===== src/rtl/multi_channel_scoreboard_pkg.sv =====
// Shared types and helpers for the multi-channel magic-packet scoreboard.
// Latency: n/a (types, constants and a combinational slice helper only).
// Backpressure: n/a.
package sb_pkg;

    // Tracking FSM states.
    typedef enum logic [1:0] {
        ST_IDLE  = 2'd0,
        ST_WAIT  = 2'd1,
        ST_TRACK = 2'd2,
        ST_DONE  = 2'd3
    } sb_state_e;

    // Width of the saturating pass counter.
    localparam int PASS_W    = 16;

    // Upper bounds for the slice helper: a flat bus is zero-extended to
    // MAX_BUS bits and a slice is returned in MAX_SLICE bits, and the caller
    // truncates to its own width. NUM_CH*WIDTH must not exceed MAX_BUS and
    // WIDTH must not exceed MAX_SLICE.
    localparam int MAX_BUS   = 1024;
    localparam int MAX_SLICE = 256;

    // Channel idx of a flat bus packed as {ch[N-1], ..., ch[1], ch[0]}.
    function automatic logic [MAX_SLICE-1:0] get_slice(
        input logic [MAX_BUS-1:0] flat,
        input int unsigned        idx,
        input int unsigned        width
    );
        return MAX_SLICE'(flat >> (idx * width));
    endfunction

endpackage


===== src/rtl/multi_channel_scoreboard_if.sv =====
// Observation bundle between the monitored datapath and the scoreboard.
// Latency: n/a (wires only).
// Backpressure: none; the scoreboard is a passive observer.
// Ports (master = environment/bench, slave = scoreboard):
//   push/pop        per-channel enqueue/dequeue strobes
//   start/start_ch  capture request and channel to capture on
//   flat_data_in    enqueue data, flat_data_out head-of-FIFO data
//   armed, data_out_vld, prop_signal, mismatch, proto_err, pass_cnt  results
interface multi_channel_scoreboard_if #(
    parameter int NUM_CH = 4,
    parameter int WIDTH  = 8,
    parameter int SELW   = (NUM_CH > 1) ? $clog2(NUM_CH) : 1
);

    logic [NUM_CH-1:0]         push;
    logic [NUM_CH-1:0]         pop;
    logic                      start;
    logic [SELW-1:0]           start_ch;
    logic [NUM_CH*WIDTH-1:0]   flat_data_in;
    logic [NUM_CH*WIDTH-1:0]   flat_data_out;

    logic                      armed;
    logic                      data_out_vld;
    logic                      prop_signal;
    logic                      mismatch;
    logic [NUM_CH-1:0]         proto_err;
    logic [sb_pkg::PASS_W-1:0] pass_cnt;

    modport master (
        output push, pop, start, start_ch, flat_data_in, flat_data_out,
        input  armed, data_out_vld, prop_signal, mismatch, proto_err, pass_cnt
    );

    modport slave (
        input  push, pop, start, start_ch, flat_data_in, flat_data_out,
        output armed, data_out_vld, prop_signal, mismatch, proto_err, pass_cnt
    );

endinterface


===== src/rtl/multi_channel_scoreboard_occ_counter.sv =====
// Per-channel FIFO occupancy counter with sticky protocol-violation flag.
// Latency: legality strobes combinational; occupancy/flag update next edge.
// Backpressure: none; illegal strobes are dropped and flagged.
// Ports: clk, rst (async active-high), i_push, i_pop strobes;
//        o_occ occupancy, o_push_ok/o_pop_ok legal-strobe qualifiers,
//        o_proto_err sticky push-on-full / pop-on-empty flag.
module sb_occ_counter #(
    parameter int DEPTH  = 8,
    parameter int CNTWID = $clog2(DEPTH) + 1
) (
    input  logic              clk,
    input  logic              rst,
    input  logic              i_push,
    input  logic              i_pop,
    output logic [CNTWID-1:0] o_occ,
    output logic              o_push_ok,
    output logic              o_pop_ok,
    output logic              o_proto_err
);

    logic [CNTWID-1:0] r_occ;
    logic              r_err;
    logic              w_full;
    logic              w_empty;
    logic              w_push_ok;
    logic              w_pop_ok;

    // Full is judged on the current count only: a push into a full FIFO is
    // illegal even if a pop in the same cycle would have made room.
    assign w_full    = (r_occ == CNTWID'(DEPTH));
    assign w_empty   = (r_occ == '0);
    assign w_push_ok = i_push & ~w_full;
    assign w_pop_ok  = i_pop  & ~w_empty;

    always_ff @(posedge clk or posedge rst) begin
        if (rst) begin
            r_occ <= '0;
            r_err <= 1'b0;
        end else begin
            r_occ <= r_occ + CNTWID'(w_push_ok) - CNTWID'(w_pop_ok);
            if ((i_push & w_full) | (i_pop & w_empty)) begin
                r_err <= 1'b1;
            end
        end
    end

    assign o_occ       = r_occ;
    assign o_push_ok   = w_push_ok;
    assign o_pop_ok    = w_pop_ok;
    assign o_proto_err = r_err;

endmodule


===== src/rtl/multi_channel_scoreboard.sv =====
// Magic-packet scoreboard: tracks one tagged packet through a channel FIFO.
// Latency: exit flag/prop combinational; sticky flags and pass_cnt next edge.
// Backpressure: none; passive observer of push/pop/data streams.
// Ports: clk, rst (async active-high); bus (slave modport) carries the
//        observed strobes/data, the start request and all result outputs.
module multi_channel_scoreboard
    import sb_pkg::*;
#(
    parameter int NUM_CH = 4,
    parameter int DEPTH  = 8,
    parameter int WIDTH  = 8,
    parameter int CNTWID = $clog2(DEPTH) + 1,
    parameter bit REARM  = 1'b1,
    parameter int SELW   = (NUM_CH > 1) ? $clog2(NUM_CH) : 1
) (
    input  logic                       clk,
    input  logic                       rst,
    multi_channel_scoreboard_if.slave  bus
);

    // ------------------------------------------------------------------
    // Per-channel occupancy
    // ------------------------------------------------------------------
    logic [CNTWID-1:0] w_occ  [NUM_CH];
    logic [WIDTH-1:0]  w_din  [NUM_CH];
    logic [WIDTH-1:0]  w_dout [NUM_CH];
    logic [NUM_CH-1:0] w_push_ok;
    logic [NUM_CH-1:0] w_pop_ok;
    logic [NUM_CH-1:0] w_err;

    for (genvar gi = 0; gi < NUM_CH; gi++) begin : g_ch
        sb_occ_counter #(
            .DEPTH  (DEPTH),
            .CNTWID (CNTWID)
        ) u_occ (
            .clk         (clk),
            .rst         (rst),
            .i_push      (bus.push[gi]),
            .i_pop       (bus.pop[gi]),
            .o_occ       (w_occ[gi]),
            .o_push_ok   (w_push_ok[gi]),
            .o_pop_ok    (w_pop_ok[gi]),
            .o_proto_err (w_err[gi])
        );

        assign w_din[gi]  = WIDTH'(get_slice(MAX_BUS'(bus.flat_data_in),  gi, WIDTH));
        assign w_dout[gi] = WIDTH'(get_slice(MAX_BUS'(bus.flat_data_out), gi, WIDTH));
    end

    // ------------------------------------------------------------------
    // Selected-channel view
    // ------------------------------------------------------------------
    sb_state_e         r_state;
    sb_state_e         w_state_nxt;
    logic [SELW-1:0]   r_sel;
    logic [WIDTH-1:0]  r_magic;
    logic [CNTWID-1:0] r_pos;
    logic              r_mismatch;
    logic [PASS_W-1:0] r_pass_cnt;

    logic              w_sel_push_ok;
    logic              w_sel_pop_ok;
    logic [CNTWID-1:0] w_sel_occ;
    logic [WIDTH-1:0]  w_sel_din;
    logic [WIDTH-1:0]  w_sel_dout;
    logic [CNTWID-1:0] w_pos_init;

    // Compare-select rather than array indexing so a sel value beyond
    // NUM_CH-1 (non power-of-two channel counts) simply selects nothing.
    always_comb begin
        w_sel_push_ok = 1'b0;
        w_sel_pop_ok  = 1'b0;
        w_sel_occ     = '0;
        w_sel_din     = '0;
        w_sel_dout    = '0;
        for (int i = 0; i < NUM_CH; i++) begin
            if (r_sel == SELW'(i)) begin
                w_sel_push_ok = w_push_ok[i];
                w_sel_pop_ok  = w_pop_ok[i];
                w_sel_occ     = w_occ[i];
                w_sel_din     = w_din[i];
                w_sel_dout    = w_dout[i];
            end
        end
    end

    // Position of the new packet counted from the head, after this cycle's
    // pop has removed its entry. A legal pop implies occ>=1, so no underflow.
    assign w_pos_init = w_sel_occ - CNTWID'(w_sel_pop_ok) + CNTWID'(1);

    // ------------------------------------------------------------------
    // Tracking FSM
    // ------------------------------------------------------------------
    logic w_start_acc;
    logic w_capture;
    logic w_exit;
    logic w_match;

    always_ff @(posedge clk or posedge rst) begin
        if (rst) begin
            r_state <= ST_IDLE;
        end else begin
            r_state <= w_state_nxt;
        end
    end

    always_comb begin
        w_state_nxt = r_state;
        w_start_acc = 1'b0;
        w_capture   = 1'b0;
        w_exit      = 1'b0;
        case (r_state)
            ST_IDLE: begin
                if (bus.start) begin
                    w_start_acc = 1'b1;
                    w_state_nxt = ST_WAIT;
                end
            end
            ST_WAIT: begin
                if (w_sel_push_ok) begin
                    w_capture   = 1'b1;
                    w_state_nxt = ST_TRACK;
                end
            end
            ST_TRACK: begin
                if (w_sel_pop_ok && (r_pos == CNTWID'(1))) begin
                    w_exit      = 1'b1;
                    w_state_nxt = REARM ? ST_IDLE : ST_DONE;
                end
            end
            ST_DONE: begin
                w_state_nxt = ST_DONE;
            end
            default: begin
                w_state_nxt = ST_IDLE;
            end
        endcase
    end

    assign w_match = (w_sel_dout == r_magic);

    // ------------------------------------------------------------------
    // Capture, position tracking and result registers
    // ------------------------------------------------------------------
    always_ff @(posedge clk or posedge rst) begin
        if (rst) begin
            r_sel      <= '0;
            r_magic    <= '0;
            r_pos      <= '0;
            r_mismatch <= 1'b0;
            r_pass_cnt <= '0;
        end else begin
            if (w_start_acc) begin
                r_sel <= bus.start_ch;
            end

            if (w_capture) begin
                r_magic <= w_sel_din;
                r_pos   <= w_pos_init;
            end else if (w_exit) begin
                r_pos <= '0;
            end else if ((r_state == ST_TRACK) && w_sel_pop_ok) begin
                r_pos <= r_pos - CNTWID'(1);
            end

            if (w_exit && !w_match) begin
                r_mismatch <= 1'b1;
            end

            if (w_exit && w_match && (r_pass_cnt != '1)) begin
                r_pass_cnt <= r_pass_cnt + PASS_W'(1);
            end
        end
    end

    // ------------------------------------------------------------------
    // Outputs
    // ------------------------------------------------------------------
    assign bus.armed        = (r_state == ST_WAIT) || (r_state == ST_TRACK);
    assign bus.data_out_vld = w_exit;
    assign bus.prop_signal  = ~w_exit | w_match;
    assign bus.mismatch     = r_mismatch;
    assign bus.proto_err    = w_err;
    assign bus.pass_cnt     = r_pass_cnt;

endmodule

===== src/flat_wrapper.sv =====
// flat-port wrapper written by rule: the top's interface ports become plain ports
module multi_channel_scoreboard_flat import sb_pkg::*;
#(
    parameter int NUM_CH = 4,
    parameter int DEPTH  = 8,
    parameter int WIDTH  = 8,
    parameter int CNTWID = $clog2(DEPTH) + 1,
    parameter bit REARM  = 1'b1,
    parameter int SELW   = (NUM_CH > 1) ? $clog2(NUM_CH) : 1
)
  (clk, rst, bus_push, bus_pop, bus_start, bus_start_ch, bus_flat_data_in, bus_flat_data_out, bus_armed, bus_data_out_vld, bus_prop_signal, bus_mismatch, bus_proto_err, bus_pass_cnt);
  multi_channel_scoreboard_if #(.NUM_CH(NUM_CH), .WIDTH(WIDTH), .SELW(SELW)) bus_i ();
  input  logic clk;
  input  logic rst;
  input wire logic [$bits(bus_i.push)-1:0] bus_push;
  input wire logic [$bits(bus_i.pop)-1:0] bus_pop;
  input wire logic [$bits(bus_i.start)-1:0] bus_start;
  input wire logic [$bits(bus_i.start_ch)-1:0] bus_start_ch;
  input wire logic [$bits(bus_i.flat_data_in)-1:0] bus_flat_data_in;
  input wire logic [$bits(bus_i.flat_data_out)-1:0] bus_flat_data_out;
  output wire logic [$bits(bus_i.armed)-1:0] bus_armed;
  output wire logic [$bits(bus_i.data_out_vld)-1:0] bus_data_out_vld;
  output wire logic [$bits(bus_i.prop_signal)-1:0] bus_prop_signal;
  output wire logic [$bits(bus_i.mismatch)-1:0] bus_mismatch;
  output wire logic [$bits(bus_i.proto_err)-1:0] bus_proto_err;
  output wire logic [$bits(bus_i.pass_cnt)-1:0] bus_pass_cnt;
  assign bus_i.push = bus_push;
  assign bus_i.pop = bus_pop;
  assign bus_i.start = bus_start;
  assign bus_i.start_ch = bus_start_ch;
  assign bus_i.flat_data_in = bus_flat_data_in;
  assign bus_i.flat_data_out = bus_flat_data_out;
  assign bus_armed = bus_i.armed;
  assign bus_data_out_vld = bus_i.data_out_vld;
  assign bus_prop_signal = bus_i.prop_signal;
  assign bus_mismatch = bus_i.mismatch;
  assign bus_proto_err = bus_i.proto_err;
  assign bus_pass_cnt = bus_i.pass_cnt;
  multi_channel_scoreboard #(.NUM_CH(NUM_CH), .DEPTH(DEPTH), .WIDTH(WIDTH), .CNTWID(CNTWID), .REARM(REARM), .SELW(SELW)) u_core (.clk(clk), .rst(rst), .bus(bus_i));
endmodule

===== config.mk =====
export PLATFORM = sky130hd
export DESIGN_NAME = multi_channel_scoreboard_flat
export DESIGN_NICKNAME = d
export VERILOG_FILES = /design/src/rtl/multi_channel_scoreboard_pkg.sv /design/src/rtl/multi_channel_scoreboard_if.sv /design/src/rtl/multi_channel_scoreboard_occ_counter.sv /design/src/rtl/multi_channel_scoreboard.sv /design/src/flat_wrapper.sv
export SDC_FILE = /design/constraint.sdc
export NUM_CORES = 1
export LEC_CHECK = 0
export ABC_AREA = 1
export CORE_UTILIZATION = 46
export DETAILED_ROUTE_END_ITERATION = 10
export GPL_ROUTABILITY_DRIVEN = 0
export PLACE_DENSITY = 0.78
export SLEW_MARGIN = 20
export SYNTH_ARGS = -nofsm -noshare
export SYNTH_HDL_FRONTEND = slang
export SYNTH_HIERARCHICAL = 1
export SYNTH_SLANG_ARGS = --single-unit

===== constraint.sdc =====
create_clock -name clk -period 2.5 [get_ports clk]
set_clock_uncertainty 0.05 [all_clocks]
set_input_delay 0.25 -clock clk [delete_from_list [all_inputs] [get_ports clk]]
set_output_delay 0.25 -clock clk [all_outputs]
set_load 0.02 [all_outputs]

==> flow_summary.toml, run 1 <==
[cts]
clock_tree.buffer_depth = 2
cts_buffers = 5
clock_sinks = 53
cts-hold-fix-buffers = 0
tritoncts = "yes"
cts.htree.levels = 2
worstSkewPairLatency_ns = 0.32
clock-root-buffer = "clkbuf_8"
clk_pin_slew_ns = 0.10

[critical_path]
rr_worst_depth = 16
start_kind = "register"
cp-end-kind = "register"
cp.required_ns = 2.65
path_class = "reg2reg"
cp_max_fo = 3
rrSetupSlack_ns = 0.15
critPathArrivalTime_ns = 2.50

[die]
dieArea_mm2 = 0.00966
die_y_um = 98.3
core_mm2 = 0.00885
start_util_pct = 48.2
fp.dieW_um = 98.3
num_io_pins = 101
row_count = 34

[global_route]
grt_overflow = 0
grt_pass1_vias = 4332
grt_pass1_wl_mm = 19.4
antenna_found_initial = 0
grtUsageTotal_pct = 24.7
grt_max_degree = 34

[synth]
synth_compound_area_share_pct = 5.58
avgSynthCellArea_um2 = 7.35
ys_seq_elements = 53
yosys-mux-area-fraction_pct = 0
syn_nets = 695
synth.distinct_cells = 39
synth_top_family_by_area = "simple AND/OR/NAND/NOR gates"
syn_area_mm2 = 0.00426
ys_seq_area_share_pct = 31.1
synthSimpleGateAreaFrac_pct = 36.8
yosys.area_share.adder_pct = 11.9
synth_xor_area_share_pct = 4.11
synthCells = 580
yosys_warnings = 6

[route]
wl_per_cell_um = 13.9
via_count = 4267
first_pass_iters = 10
routed_wl_mm = 11.2
drc = 2
drt-initial-drc-count = 251
detail-route-antenna-nets = 0
vias_per_cell = 5.27

[run_status]
outcome = "finished with violations"
violations = "design-rule violations"

[pwr]
power_density_mw_per_mm2 = 1000
vdd_drop_max_mv = 0.634
p_leak_nw = 2.86

[placed_design]
hpwlAfterDp_mm = 8.91
dp_slack_ns = -0.0982
io_buffer_count = 100

[final_layout]
syn_to_final_growth_pct = 34.6
antennaDiodeCount = 0
drive_gt1_share_pct = 14.5
fin_nets = 816

[timing]
slew_viol_final = 0
hold_slack_ns = 0.277
post-route-period-util_pct = 94.1
rsz0062_at_grt = "true"
period_minus_slack_ns = 2.35
setup_viol = 0
slew_headroom_pct = 71.6
hold_viol = 0
worst_pin_slew_ns = 0.422
fmax_ghz = 0.425
fin_ws_ns = 0.148

[flow_run]
cap_violations = 0

[hold_path]
worstHoldPathType = "in2async"
[sequential cells by signal, summed over array words and instances, names as in the netlist]
register / count
u_core/bus.mismatch: 1
u_core/bus.pass_cnt: 16
u_core/r_state: 2
u_core/g_ch.u_occ/o_proto_err: 4
u_core/g_ch.u_occ/o_occ: 16
u_core/r_magic: 8
u_core/r_pos: 4
u_core/r_sel: 2
[stage by stage]
| stage | utilization (%) | setup TNS [ns] | std cells | total power [mW] | instance area (µm²) |
|---|---|---|---|---|---|
| after detailed placement | 62.0 | -0.105 | 795 | 4.90 | 5490 |
| after floorplan | - | 0 | 580 | 3.86 | 4260 |
| after global routing | 64.9 | -0.0219 | 810 | 6.31 | 5740 |
| after global placement | 62.0 | -0.0134 | 795 | 4.73 | 5490 |
| after CTS | 63.3 | 0 | 803 | 5.52 | 5610 |
| final | 64.9 | 0 | 810 | 5.76 | 5740 |
[final cells by class]
type | count | area (µm²)
timing repair buffer | 128 | 1230
multi-input combinational | 419 | 2570
sequential | 53 | 1330
fill | 759 | 3110
clock inverter | 3 | 46.3
clock buffer | 5 | 68.8
tap | 108 | 135
inverter | 94 | 360
[metal layers]
layer | GRT usage (%) | part of all wire (%) | vias to the layer above
li1 | - | - | 2105
met1 | 30.0 | 43 | 2007
met2 | 45.3 | 50 | 134
met3 | 3.87 | 5.2 | 21
met4 | 6.31 | 1.6 | 0
met5 | 0 | 0 | -
[path summary, 6_finish.rpt]
kind,start,end
min reg2reg,u_core/bus.mismatch,u_core/bus.mismatch
max in group asynchronous,rst,u_core/r_sel[0]
max,u_core/g_ch[3].u_occ/o_occ[2],u_core/r_pos[3]
max reg2reg,u_core/g_ch[3].u_occ/o_occ[2],u_core/r_pos[3]
min,rst,u_core/g_ch[0].u_occ/o_occ[2]
min in group clk,u_core/bus.mismatch,u_core/bus.mismatch
[synthesized netlist by cell type]
cell type	instances	area [µm²]
a21oi_1	11	55.1
a221oi_1	1	8.76
a22oi_1	1	7.51
a31oi_1	4	25.0
and2_4	4	35.0
buf_2	3	15.0
buf_4	2	15.0
buf_6	4	45.0
clkbuf_1	5	18.8
dfrtp_1	53	1330
fa_1	4	80.1
ha_1	34	425
inv_1	81	304
inv_2	12	45.0
inv_4	1	6.26
nand2_1	170	638
nand2_2	9	56.3
nand2_4	1	11.3
nand3_1	49	245
nand3_2	7	70.1
nand3b_1	8	60.1
nand3b_2	2	22.5
nand4_1	33	206
nand4_4	1	21.3
nor2_1	17	63.8
nor2_2	4	25.0
nor2_4	2	22.5
nor2_8	2	40.0
nor3_1	4	20.0
nor3b_1	1	7.51
nor4_1	2	12.5
o211ai_1	2	15.0
o21ai_0	19	95.1
o21ai_1	3	15.0
o221ai_1	1	8.76
o31ai_1	1	7.51
or2_2	2	12.5
xnor2_1	4	35.0
xor2_1	16	140
[cells by family (layout without fill, tap and decap cells)]
logic type      count (synthesis)  after routing
compound gates                 43             43
xor+xnor                       20             20
fa+ha+maj                      38             38
buf+inv                       108            230
flops                          53             53
simple gates                  318            318
[power breakdown]
group / switching [mW] / internal [mW] / total (mW)
combinational: 2.18 / 1.54 / 3.72
clock: 0.301 / 0.300 / 0.601
sequential: 0.273 / 1.17 / 1.44
[placed cells by master (no fill, tap or decap), drive strengths merged]
cell           synthesis  routed
nand3b                10      10
nor3                   4       4
nor3b                  1       1
nand4                 34      34
buf                    9      29
o21ai                 22      22
clkdlybuf4s50          0      98
a21oi                 11      11
a31oi                  4       4
xnor2                  4       4
ha                    34      34
o31ai                  1       1
nand3                 56      56
bufinv                 0       1
fa                     4       4
a22oi                  1       1
inv                   94      94
dlygate4sd2            0       1
dfrtp                 53      53
nand2                180     180
clkinv                 0       1
o211ai                 2       2
nor2                  25      25
xor2                  16      16
a221oi                 1       1
nor4                   2       2
o221ai                 1       1
clkinvlp               0       1
clkbuf                 5       5
and2                   4       4
or2                    2       2
[worst max-delay path, stage by stage (launching register included)]
cell and delay (ns):
dfrtp_1 0.40, inv_2 0.08, ha_2 0.20, a31oi_2 0.13, or2_4 0.28, nand2_1 0.09, ha_2 0.17, ha_1 0.13
inv_1 0.04, ha_2 0.16, inv_1 0.06, nand2_1 0.06, nand2_1 0.09, xor2_1 0.14, nand2_1 0.06, nand2_1 0.05
o21ai_1 0.06
[what timing repair did]
action,4_1_cts,5_1_grt
buffers inserted,0,7
resized for setup,5,28
cloned,0,0
pin swaps,0,8
endpoints found under the setup margin,2,3
(Power assumes the default switching activity.)
==> run 2: changes to the inputs <==
--- a/config.mk
+++ b/config.mk
@@ -9,7 +9,7 @@
 export CORE_UTILIZATION = 46
 export DETAILED_ROUTE_END_ITERATION = 10
 export GPL_ROUTABILITY_DRIVEN = 0
-export PLACE_DENSITY = 0.78
+export PLACE_DENSITY_LB_ADDON = 0.25
 export SLEW_MARGIN = 20
 export SYNTH_ARGS = -nofsm -noshare
 export SYNTH_HDL_FRONTEND = slang
==> run 2 against run 1 <==
Against the previous run:
- the run still ends with design-rule violations left
- power down 5.2%
- routed wire length down 4.1%
- via count down 0.94%
- worst hold slack better by 0.023 ns
- die area unchanged
- count of clock-buffer cells in the layout unchanged
- sequential share of layout area up 0.44 points
- maximum frequency down 4.9%
- clock power down 15%
- flip-flop and latch count unchanged
- worst setup slack worse by 0.12 ns
- critical endpoint unchanged
- largest cell class unchanged
- highest routed layer unchanged
==> flow_summary.toml, run 2 (same netlist as run 1, synthesis figures left out) <==
[critical_path]
crit_path_cell_trace = "inv_1 -> ha_1 -> a31oi_2 -> nand2_1 -> nand3_2 -> nand2_1 -> ha_1 -> ha_1 -> inv_1 -> ha_2 -> nand4_1 -> nand2_1 -> xor2_1 -> nand2_1 -> nand2_1 -> o21ai_0"
crit_cells = 16
crit_slowest_cell = "dfrtp_1"
cp-end-kind = "register"
rrSetupSlack_ns = 0.03
crit_buf_inv = 2
crit_family = "adder cells"
rr_worst_depth = 16
critPathArrivalTime_ns = 2.62
start_kind = "register"
rr_startpoint = "u_core/g_ch[2].u_occ/o_occ[2]"
cp_max_fo = 3
path_common_cell = "nand2_1"
path_class = "reg2reg"
r2r_end = "u_core/r_pos[3]"
max_stage_delay_ns = 0.36
cp.required_ns = 2.64

[pwr]
p_total_mw = 5.46
p_int_mw = 2.81
comb_power_share_pct = 64.5
vdd_drop_max_mv = 0.505
p_leak_nw = 2.84
switching_share_pct = 48.6
clkPwrFrac_pct = 9.4
power_density_mw_per_mm2 = 969
pwr-share-seq_pct = 26.1
switchingPower_mw = 2.66

[global_route]
grt_pass1_vias = 4332
antenna_found_initial = 0
grt_max_degree = 34
grt_overflow = 0
grt_pass1_wl_mm = 18.5
grtUsageTotal_pct = 23.3

[timing]
post-route-period-util_pct = 98.9
fin_ws_ns = 0.0274
hold_viol = 0
period_minus_slack_ns = 2.47
fmax_ghz = 0.404
setup_viol = 0
slew_viol_final = 0
worst_pin_slew_ns = 0.433
rsz0062_at_grt = "true"
slew_headroom_pct = 71.0
hold_slack_ns = 0.300
fin_setup_tns_ns = 0

[final_layout]
syn_to_final_growth_pct = 32.1
stdcell_count = 807
final_common_cell = "nand2_1"
fin_nets = 813
fin_util_pct = 63.7
stdcell_area_mm2 = 0.00563
drive_gt1_share_pct = 13.0
final_cell_mix = "nand2_1, clkdlybuf4s50_1, inv_1"
antennaDiodeCount = 0

[die]
die_y_um = 98.3
fp.dieW_um = 98.3
num_io_pins = 101
dieArea_mm2 = 0.00966
row_count = 34
start_util_pct = 48.2
core_mm2 = 0.00885

[placed_design]
place_area_mm2 = 0.00549
hpwlAfterDp_mm = 8.76
dp_cells = 798
io_buffer_count = 100
dp_slack_ns = -0.0987

[cts]
clock-root-buffer = "clkbuf_8"
clk_pin_slew_ns = 0.10
worstSkewPairLatency_ns = 0.31
tritoncts = "yes"
clock_tree.buffer_depth = 2
cts.htree.levels = 2
cts-hold-fix-buffers = 0
cts_buffers = 5
clock_sinks = 53

[hold_path]
worstHoldPathType = "in2async"

[run_status]
outcome = "finished with violations"
violations = "design-rule violations"

[route]
drt-initial-drc-count = 163
detail-route-antenna-nets = 0
routed_wl_mm = 10.8
via_count = 4227
drc = 1
wl_per_cell_um = 13.4
first_pass_iters = 9
vias_per_cell = 5.24

[flow_run]
cap_violations = 0
## run 2: cell count changes in the layout (fill, tap and decap cells not counted), sizes merged
| cell | before | now |
|---|---|---|
| clkinvlp | 1 | 0 |
| buf | 29 | 26 |
| inv | 94 | 95 |
| bufinv | 1 | 0 |
| clkinv | 1 | 2 |
## run 2: what timing repair did
| item | 4_1_cts | 5_1_grt |
|---|---|---|
| endpoints found under the setup margin | 2 | 3 |
| pin swaps | 0 | 7 |
| setup buffers | 0 | 1 |
| gates resized for setup | 5 | 18 |
| gates cloned | 0 | 0 |
## run 2: worst max path at each step
stage,start,endpoint
final,u_core/g_ch[2].u_occ/o_occ[2],u_core/r_pos[3]
after floorplan,u_core/r_sel[1],u_core/r_pos[3]
after CTS,u_core/g_ch[1].u_occ/o_occ[2],u_core/r_pos[3]
after global routing,u_core/g_ch[2].u_occ/o_occ[2],u_core/r_pos[3]
after global placement,bus_pop[1],u_core/r_pos[3]
after detailed placement,bus_pop[1],u_core/r_pos[3]
## run 2: power groups by stage
| stage | sequential (mW) | clock (mW) | combinational, mW |
|---|---|---|---|
| after floorplan | 1.38 | 0 | 2.48 |
| after global placement | 1.41 | 0 | 3.31 |
| after detailed placement | 1.43 | 0 | 3.44 |
| after CTS | 1.41 | 0.530 | 3.46 |
| after global routing | 1.47 | 0.547 | 3.99 |
| final | 1.42 | 0.512 | 3.53 |
## run 2: layout make-up
type | count | area (µm²)
inverters | 94 | 358
clock inverters | 3 | 26.3
fillers | 797 | 3210
well taps | 108 | 135
clock buffers | 5 | 68.8
repair buffers | 125 | 1190
multi-input cells | 419 | 2530
flip-flops and latches | 53 | 1330
## run 2: per-layer routing
metal	global-route usage, %	wire [µm]
met5	0	0
met1	28.1	4800
met4	8.04	302
met3	2.72	377
met2	42.9	5290
